==> src/rtl/npc_pkg.sv <==
// Shared NPC core definitions: datapath widths, reset vector and fetch FSM encoding.
package npc_pkg;

   localparam int unsigned NPC_XLEN     = 32;
   localparam int unsigned NPC_ILEN     = 32;
   localparam logic [31:0] NPC_RESET_PC = 32'h8000_0000;
   // Instruction word presented to decode when the fetch faulted
   localparam logic [31:0] FAULT_INST   = 32'h0000_0000;

   typedef enum logic [1:0] {
      FS_IDLE = 2'd0,
      FS_REQ  = 2'd1,
      FS_WAIT = 2'd2,
      FS_HOLD = 2'd3
   } fetch_state_e;

endpackage

==> src/rtl/ifu_fetch.sv <==
// Instruction fetch stage: one outstanding imem read, single-entry instruction buffer,
// redirect handling with wrong-path response discard.
module ifu_fetch
   import npc_pkg::*;
#(
   parameter int unsigned     XLEN     = NPC_XLEN,
   parameter logic [XLEN-1:0] RESET_PC = XLEN'(NPC_RESET_PC)
) (
   input  logic            clk,
   input  logic            rstn,
   output logic            imem_req_valid,
   input  logic            imem_req_ready,
   output logic [XLEN-1:0] imem_req_addr,
   input  logic            imem_rsp_valid,
   input  logic [31:0]     imem_rsp_data,
   input  logic            imem_rsp_err,
   input  logic            redirect_valid,
   input  logic [XLEN-1:0] redirect_pc,
   output logic            id_valid,
   input  logic            id_ready,
   output logic [XLEN-1:0] id_pc,
   output logic [31:0]     id_inst,
   output logic            id_fault
);

   fetch_state_e    state_q, state_d;
   logic [XLEN-1:0] pc_q, pc_d;
   logic [XLEN-1:0] addr_q;
   logic            drop_q, drop_d;
   logic [31:0]     inst_q;
   logic            fault_q;
   logic            req_valid_q;
   logic            id_valid_q;
   logic            capture;
   logic [XLEN-1:0] redirect_aligned;

   assign redirect_aligned = redirect_pc & ~XLEN'(3);

   // Next-state, next-pc and wrong-path drop tracking
   always_comb begin
      state_d = state_q;
      pc_d    = pc_q;
      drop_d  = drop_q;
      capture = 1'b0;
      case (state_q)
         FS_IDLE: state_d = FS_REQ;
         FS_REQ: begin
            if (imem_req_ready) state_d = FS_WAIT;
         end
         FS_WAIT: begin
            if (imem_rsp_valid) begin
               if (drop_q || redirect_valid) begin
                  drop_d  = 1'b0;
                  state_d = FS_REQ;
               end else begin
                  capture = 1'b1;
                  state_d = FS_HOLD;
               end
            end
         end
         FS_HOLD: begin
            if (redirect_valid) begin
               state_d = FS_REQ;
            end else if (id_ready) begin
               pc_d    = pc_q + XLEN'(4);
               state_d = FS_REQ;
            end
         end
         default: state_d = FS_IDLE;
      endcase

      // A request already on the bus (or in flight) belongs to the old path
      if (redirect_valid) begin
         pc_d = redirect_aligned;
         if ((state_q == FS_REQ) || ((state_q == FS_WAIT) && !imem_rsp_valid))
            drop_d = 1'b1;
      end
   end

   always_ff @(posedge clk or negedge rstn) begin
      if (!rstn) begin
         state_q     <= FS_IDLE;
         pc_q        <= RESET_PC;
         addr_q      <= RESET_PC;
         drop_q      <= 1'b0;
         inst_q      <= 32'h0;
         fault_q     <= 1'b0;
         req_valid_q <= 1'b0;
         id_valid_q  <= 1'b0;
      end else begin
         state_q     <= state_d;
         pc_q        <= pc_d;
         drop_q      <= drop_d;
         req_valid_q <= (state_d == FS_REQ);
         id_valid_q  <= (state_d == FS_HOLD);
         // Address is frozen while a request waits for ready
         if (!((state_q == FS_REQ) && (state_d == FS_REQ)))
            addr_q <= pc_d;
         if (capture) begin
            inst_q  <= imem_rsp_err ? FAULT_INST : imem_rsp_data;
            fault_q <= imem_rsp_err;
         end
      end
   end

   assign imem_req_valid = req_valid_q;
   assign imem_req_addr  = addr_q;
   assign id_valid       = id_valid_q;
   assign id_pc          = pc_q;
   assign id_inst        = inst_q;
   assign id_fault       = fault_q;

   rsp_only_in_wait: assert property (@(posedge clk) disable iff (!rstn)
      imem_rsp_valid |-> (state_q == FS_WAIT));

endmodule

==> config.mk <==
export PLATFORM = sky130hd
export DESIGN_NAME = ifu_fetch
export DESIGN_NICKNAME = d
export VERILOG_FILES = /design/src/rtl/npc_pkg.sv /design/src/rtl/ifu_fetch.sv
export SDC_FILE = /design/constraint.sdc
export NUM_CORES = 1
export LEC_CHECK = 0
export BUFFER_PORTS_ARGS = -buffer_cell sky130_fd_sc_hd__buf_2
export CAP_MARGIN = 0
export CORE_MARGIN = 2
export CORE_UTILIZATION = 37
export CTS_BUF_LIST = sky130_fd_sc_hd__clkbuf_8
export CTS_CLUSTER_DIAMETER = 60
export DETAILED_ROUTE_END_ITERATION = 10
export GPL_TIMING_DRIVEN = 0
export SLEW_MARGIN = 20
export SYNTH_ARGS = -nofsm -noshare
export SYNTH_HDL_FRONTEND = slang
export SYNTH_SLANG_ARGS = --single-unit
==> constraint.sdc <==
create_clock -name clk -period 3.5 [get_ports clk]
set_clock_uncertainty 0.15 [all_clocks]
set_input_delay 0.175 -clock clk [delete_from_list [all_inputs] [get_ports clk]]
set_output_delay 0.175 -clock clk [all_outputs]
set_load 0.005 [all_outputs]
==> implementation parameters <==
Parameter                              Value

Route
  Final wirelength    about 15000 microns
  Via count of the routed design    4552
  Number of DRC markers after the initial detailed-route iteration    between 200 and 250
  Number of vias per cell    between 5 and 6
  Post-detailed-route count of antenna-violating nets    0
  1st-pass router iterations    4
  Average wire length per cell after detail routing    roughly 16 microns
  Highest metal layer used by the detailed router    met4
  Wire length the detailed router placed on met1    6416 microns
  Wire length on met3    1061 microns
  DRC violations left    0
  Met2 wire len    ~7000 microns

Timing
  Fin crit period    2.768 ns
  Setup TNS    0 ns
  Share of the clock period used by the worst path    0.7910
  Achievable Freq    361.2 MHz
  Setup repair after global routing missed its margin    false
  Final max-slew violation count    0
  Final setup violation count    0
  Worst Tran Pin Value    around 0.7 ns
  Max-slew headroom at the worst pin    0.5288
  Count of final hold-check violations    0

Yosys
  Commonest register cell after synthesis    sky130_fd_sc_hd__dfrtp_1
  Mapped Cells    479
  Sequential-to-total area share from yosys stat    0.5379
  Async set-reset flop share out of synthesis    1.000
  Number of warnings reported in the yosys synthesis log    0
  Post-synthesis cell type count    41
  Count of flip-flops with a built-in enable after synthesis    0
  Net count after synthesis    551
  Avg Synthesized Cell Area    9.916 sq um
  Post-synthesis instance area    4750 sq um
  Flip-flop and latch count after synthesis    102

Run status
  Run status    finished, final reports clean

Final layout
  Area delta synth->final    41.39%
  Inserted Diodes    0
  Proportion of layout cells with a drive suffix above 1    0.2920
  Finished Core Util    0.5343
  Number of filler cells placed in the layout    1130
  Nets@finish    800

Floorplanning
  Horizontal die dimension    117.3 microns
  Starting density of the core    0.3779
  Die outline height    117.3 microns
  Die area    13760 sq um
  I/O pin count    170
  Number of placement rows    41
  Core Area    around 13000 sq um

Clock network
  # H-tree levels    3
  Clock-pin slew on the worst setup and hold paths    0.10 ns
  Number of gates resized after CTS    0
  Total number of clock tree sinks    102
  Maximum number of buffers from clock root to sink    2
  CTS tree    done
  Clock tree root driver cell    sky130_fd_sc_hd__clkbuf_8
  TritonCTS Buffers    9
  Worst skew pair latency    0.39 ns

Global routing
  Maximum number of pins on one net before global-route repair    56
  Total congestion overflow    0
  Number of global-route vias before repair    4660
  Wire length of the first global-routing pass    23690 microns
  Overall routing resource usage    0.2158
  Antenna violations before repair    0

Worst setup path
  Slowest stage delay, CP    0.61 ns
  Kind of end point of the critical path    register
  Required @ worst endpoint    3.67 ns
  Arrival @ worst endpoint    2.93 ns
  Critical path fanouts, max    10
  Crit Path Category    reg2reg
  Worst path cell trace    nand4_1 -> or4_1 -> buf_2 -> nor4_1 -> xor2_1 -> a221o_1
  Slowest cell on the critical path    sky130_fd_sc_hd__or4_1
  Category of the worst setup path launch point    register

Power and ir drop
  Power per standard cell area    about 520 nW/um^2
  Leakage power figure    3.125 nW
  Maximum ir drop on the vdd rail    0.2560 mV

Placed design
  HPWL after DPL    around 10000 microns
  Buffers on Ports    around 170
  Routability congestion estimate    0.9216

Min path
  Hold/Removal Path Class    in2async

Run
  Maximum capacitance violations    0
[cell usage in the layout, fill, tap and decap left out, types with 16 or more instances in the layout]
master and instances:
sky130_fd_sc_hd__buf_2 168, sky130_fd_sc_hd__dfrtp_1 100, sky130_fd_sc_hd__nand2_1 74, sky130_fd_sc_hd__dlygate4sd3_1 70, sky130_fd_sc_hd__o21ai_0 49, sky130_fd_sc_hd__nand2b_1 34, sky130_fd_sc_hd__clkbuf_1 26, sky130_fd_sc_hd__nor2_1 24
sky130_fd_sc_hd__mux2_2 21, sky130_fd_sc_hd__nand3_1 16, sky130_fd_sc_hd__xor2_1 16
[synth_stat cells (2+ instances only)]
| cell type | number | area share |
|---|---|---|
| sky130_fd_sc_hd__nor4_1 | 9 | 0.012 |
| sky130_fd_sc_hd__or3_1 | 5 | 0.0066 |
| sky130_fd_sc_hd__a31oi_1 | 4 | 0.0053 |
| sky130_fd_sc_hd__o31ai_1 | 3 | 0.0047 |
| sky130_fd_sc_hd__a221oi_1 | 4 | 0.0074 |
| sky130_fd_sc_hd__nor2_1 | 24 | 0.019 |
| sky130_fd_sc_hd__xnor2_1 | 7 | 0.013 |
| sky130_fd_sc_hd__o211ai_1 | 2 | 0.0032 |
| sky130_fd_sc_hd__a21oi_1 | 10 | 0.011 |
| sky130_fd_sc_hd__mux2_2 | 21 | 0.050 |
| sky130_fd_sc_hd__xor2_1 | 16 | 0.030 |
| sky130_fd_sc_hd__clkbuf_1 | 26 | 0.021 |
| sky130_fd_sc_hd__o21ai_0 | 49 | 0.052 |
| sky130_fd_sc_hd__buf_1 | 4 | 0.0032 |
| sky130_fd_sc_hd__mux2i_1 | 4 | 0.0084 |
| sky130_fd_sc_hd__dfstp_2 | 2 | 0.011 |
| sky130_fd_sc_hd__nand2b_1 | 34 | 0.045 |
| sky130_fd_sc_hd__buf_4 | 2 | 0.0032 |
| sky130_fd_sc_hd__a221o_1 | 7 | 0.015 |
| sky130_fd_sc_hd__inv_1 | 4 | 0.0032 |
| sky130_fd_sc_hd__and4_1 | 3 | 0.0055 |
| sky130_fd_sc_hd__nand2_1 | 74 | 0.058 |
| sky130_fd_sc_hd__nand3_1 | 16 | 0.017 |
| sky130_fd_sc_hd__nand4_1 | 10 | 0.013 |
| sky130_fd_sc_hd__nor3_1 | 9 | 0.0095 |
| sky130_fd_sc_hd__or4_1 | 5 | 0.0079 |
| sky130_fd_sc_hd__buf_2 | 2 | 0.0021 |
| sky130_fd_sc_hd__and3_1 | 10 | 0.013 |
| sky130_fd_sc_hd__nor2b_1 | 2 | 0.0026 |
| sky130_fd_sc_hd__dfrtp_1 | 100 | 0.53 |
[registers in the layout, summed over array words and instances (netlist names)]
signal	count
id_valid	1
drop_q	1
imem_req_valid	1
id_fault	1
imem_req_addr	32
id_pc	32
id_inst	32
state_q	2
[timing repair]
item	4_1_cts	5_1_grt
hold endpoints to repair	167	0
hold buffers	70	0
setup buffers	0	0
[worst max-delay path: cells and delay by family (launching register included)]
family / cells / cell delay (ns)
simple gates: 3 / 1.39
xor+xnor: 1 / 0.16
compound gates: 1 / 0.35
buf+inv: 1 / 0.22
flops: 1 / 0.45
[worst paths after layout]
check | startpoint | to | slack [ns] | depth (start not counted)
max in group asynchronous | rstn | id_pc[6] | 2.42 | 3
worst max-delay path | id_pc[5] | imem_req_addr[31] | 0.73 | 6
worst min register to register | imem_req_addr[2] | imem_req_addr[2] | 0.32 | 2
worst min-delay path | rstn | imem_req_addr[0] | 0.13 | 2
min in group clk | imem_rsp_err | id_inst[11] | 0.28 | 4
worst max register to register | id_pc[5] | imem_req_addr[31] | 0.73 | 6
[metal layers]
layer	vias up	global-route usage
met2	171	0.3542
met1	2191	0.2767
li1	2168	-
met4	0	0.07831
met3	22	0.05496
met5	-	0
[power by group]
part / internal, mW / switching (mW) / total, mW
clock: 0.266 / 0.445 / 0.711
sequential: 1.48 / 0.189 / 1.67
combinational: 0.522 / 0.568 / 1.09
total: 2.27 / 1.20 / 3.47
[cell families after synthesis]
| logic type | Yosys count | share of synthesized area |
|---|---|---|
| AND/OR/NAND/NOR | 207 | 0.2221 |
| flip-flops | 102 | 0.5379 |
| AO/OA/AOI/OAI | 83 | 0.1046 |
| buffers and inverters | 38 | 0.03214 |
| multiplexers | 25 | 0.05822 |
| XOR/XNOR | 23 | 0.04241 |
| adder cells (fa/ha/maj) | 1 | 0.002634 |
[stage by stage]
step	cell area, sq um	setup slack, ns	power [mW]	hold WS [ns]	std cells
2_1_floorplan	4750	1.115	2.165	-0.2706	479
3_3_place_gp	5801	0.7523	2.675	0.2652	818
5_1_grt	6715	0.5688	3.698	0.1686	905
4_1_cts	6715	0.7442	3.495	0.1499	905
3_5_place_dp	5834	0.7624	2.714	-0.0001462	819
6_report	6715	0.7315	3.467	0.1297	905
[area by class of cell]
cell class / count / area [sq um] / area share
Tap cell: 172 / 215.2 / 0.03205
Multi-Input combinational cell: 339 / 2042 / 0.3041
Buffer: 34 / 137.6 / 0.02050
Timing Repair Buffer: 238 / 1570 / 0.2338
Inverter: 4 / 15.01 / 0.002236
Clock buffer: 9 / 123.9 / 0.01845
Clock inverter: 7 / 56.30 / 0.008385
Sequential cell: 102 / 2555 / 0.3805
(Power assumes the default switching activity.)
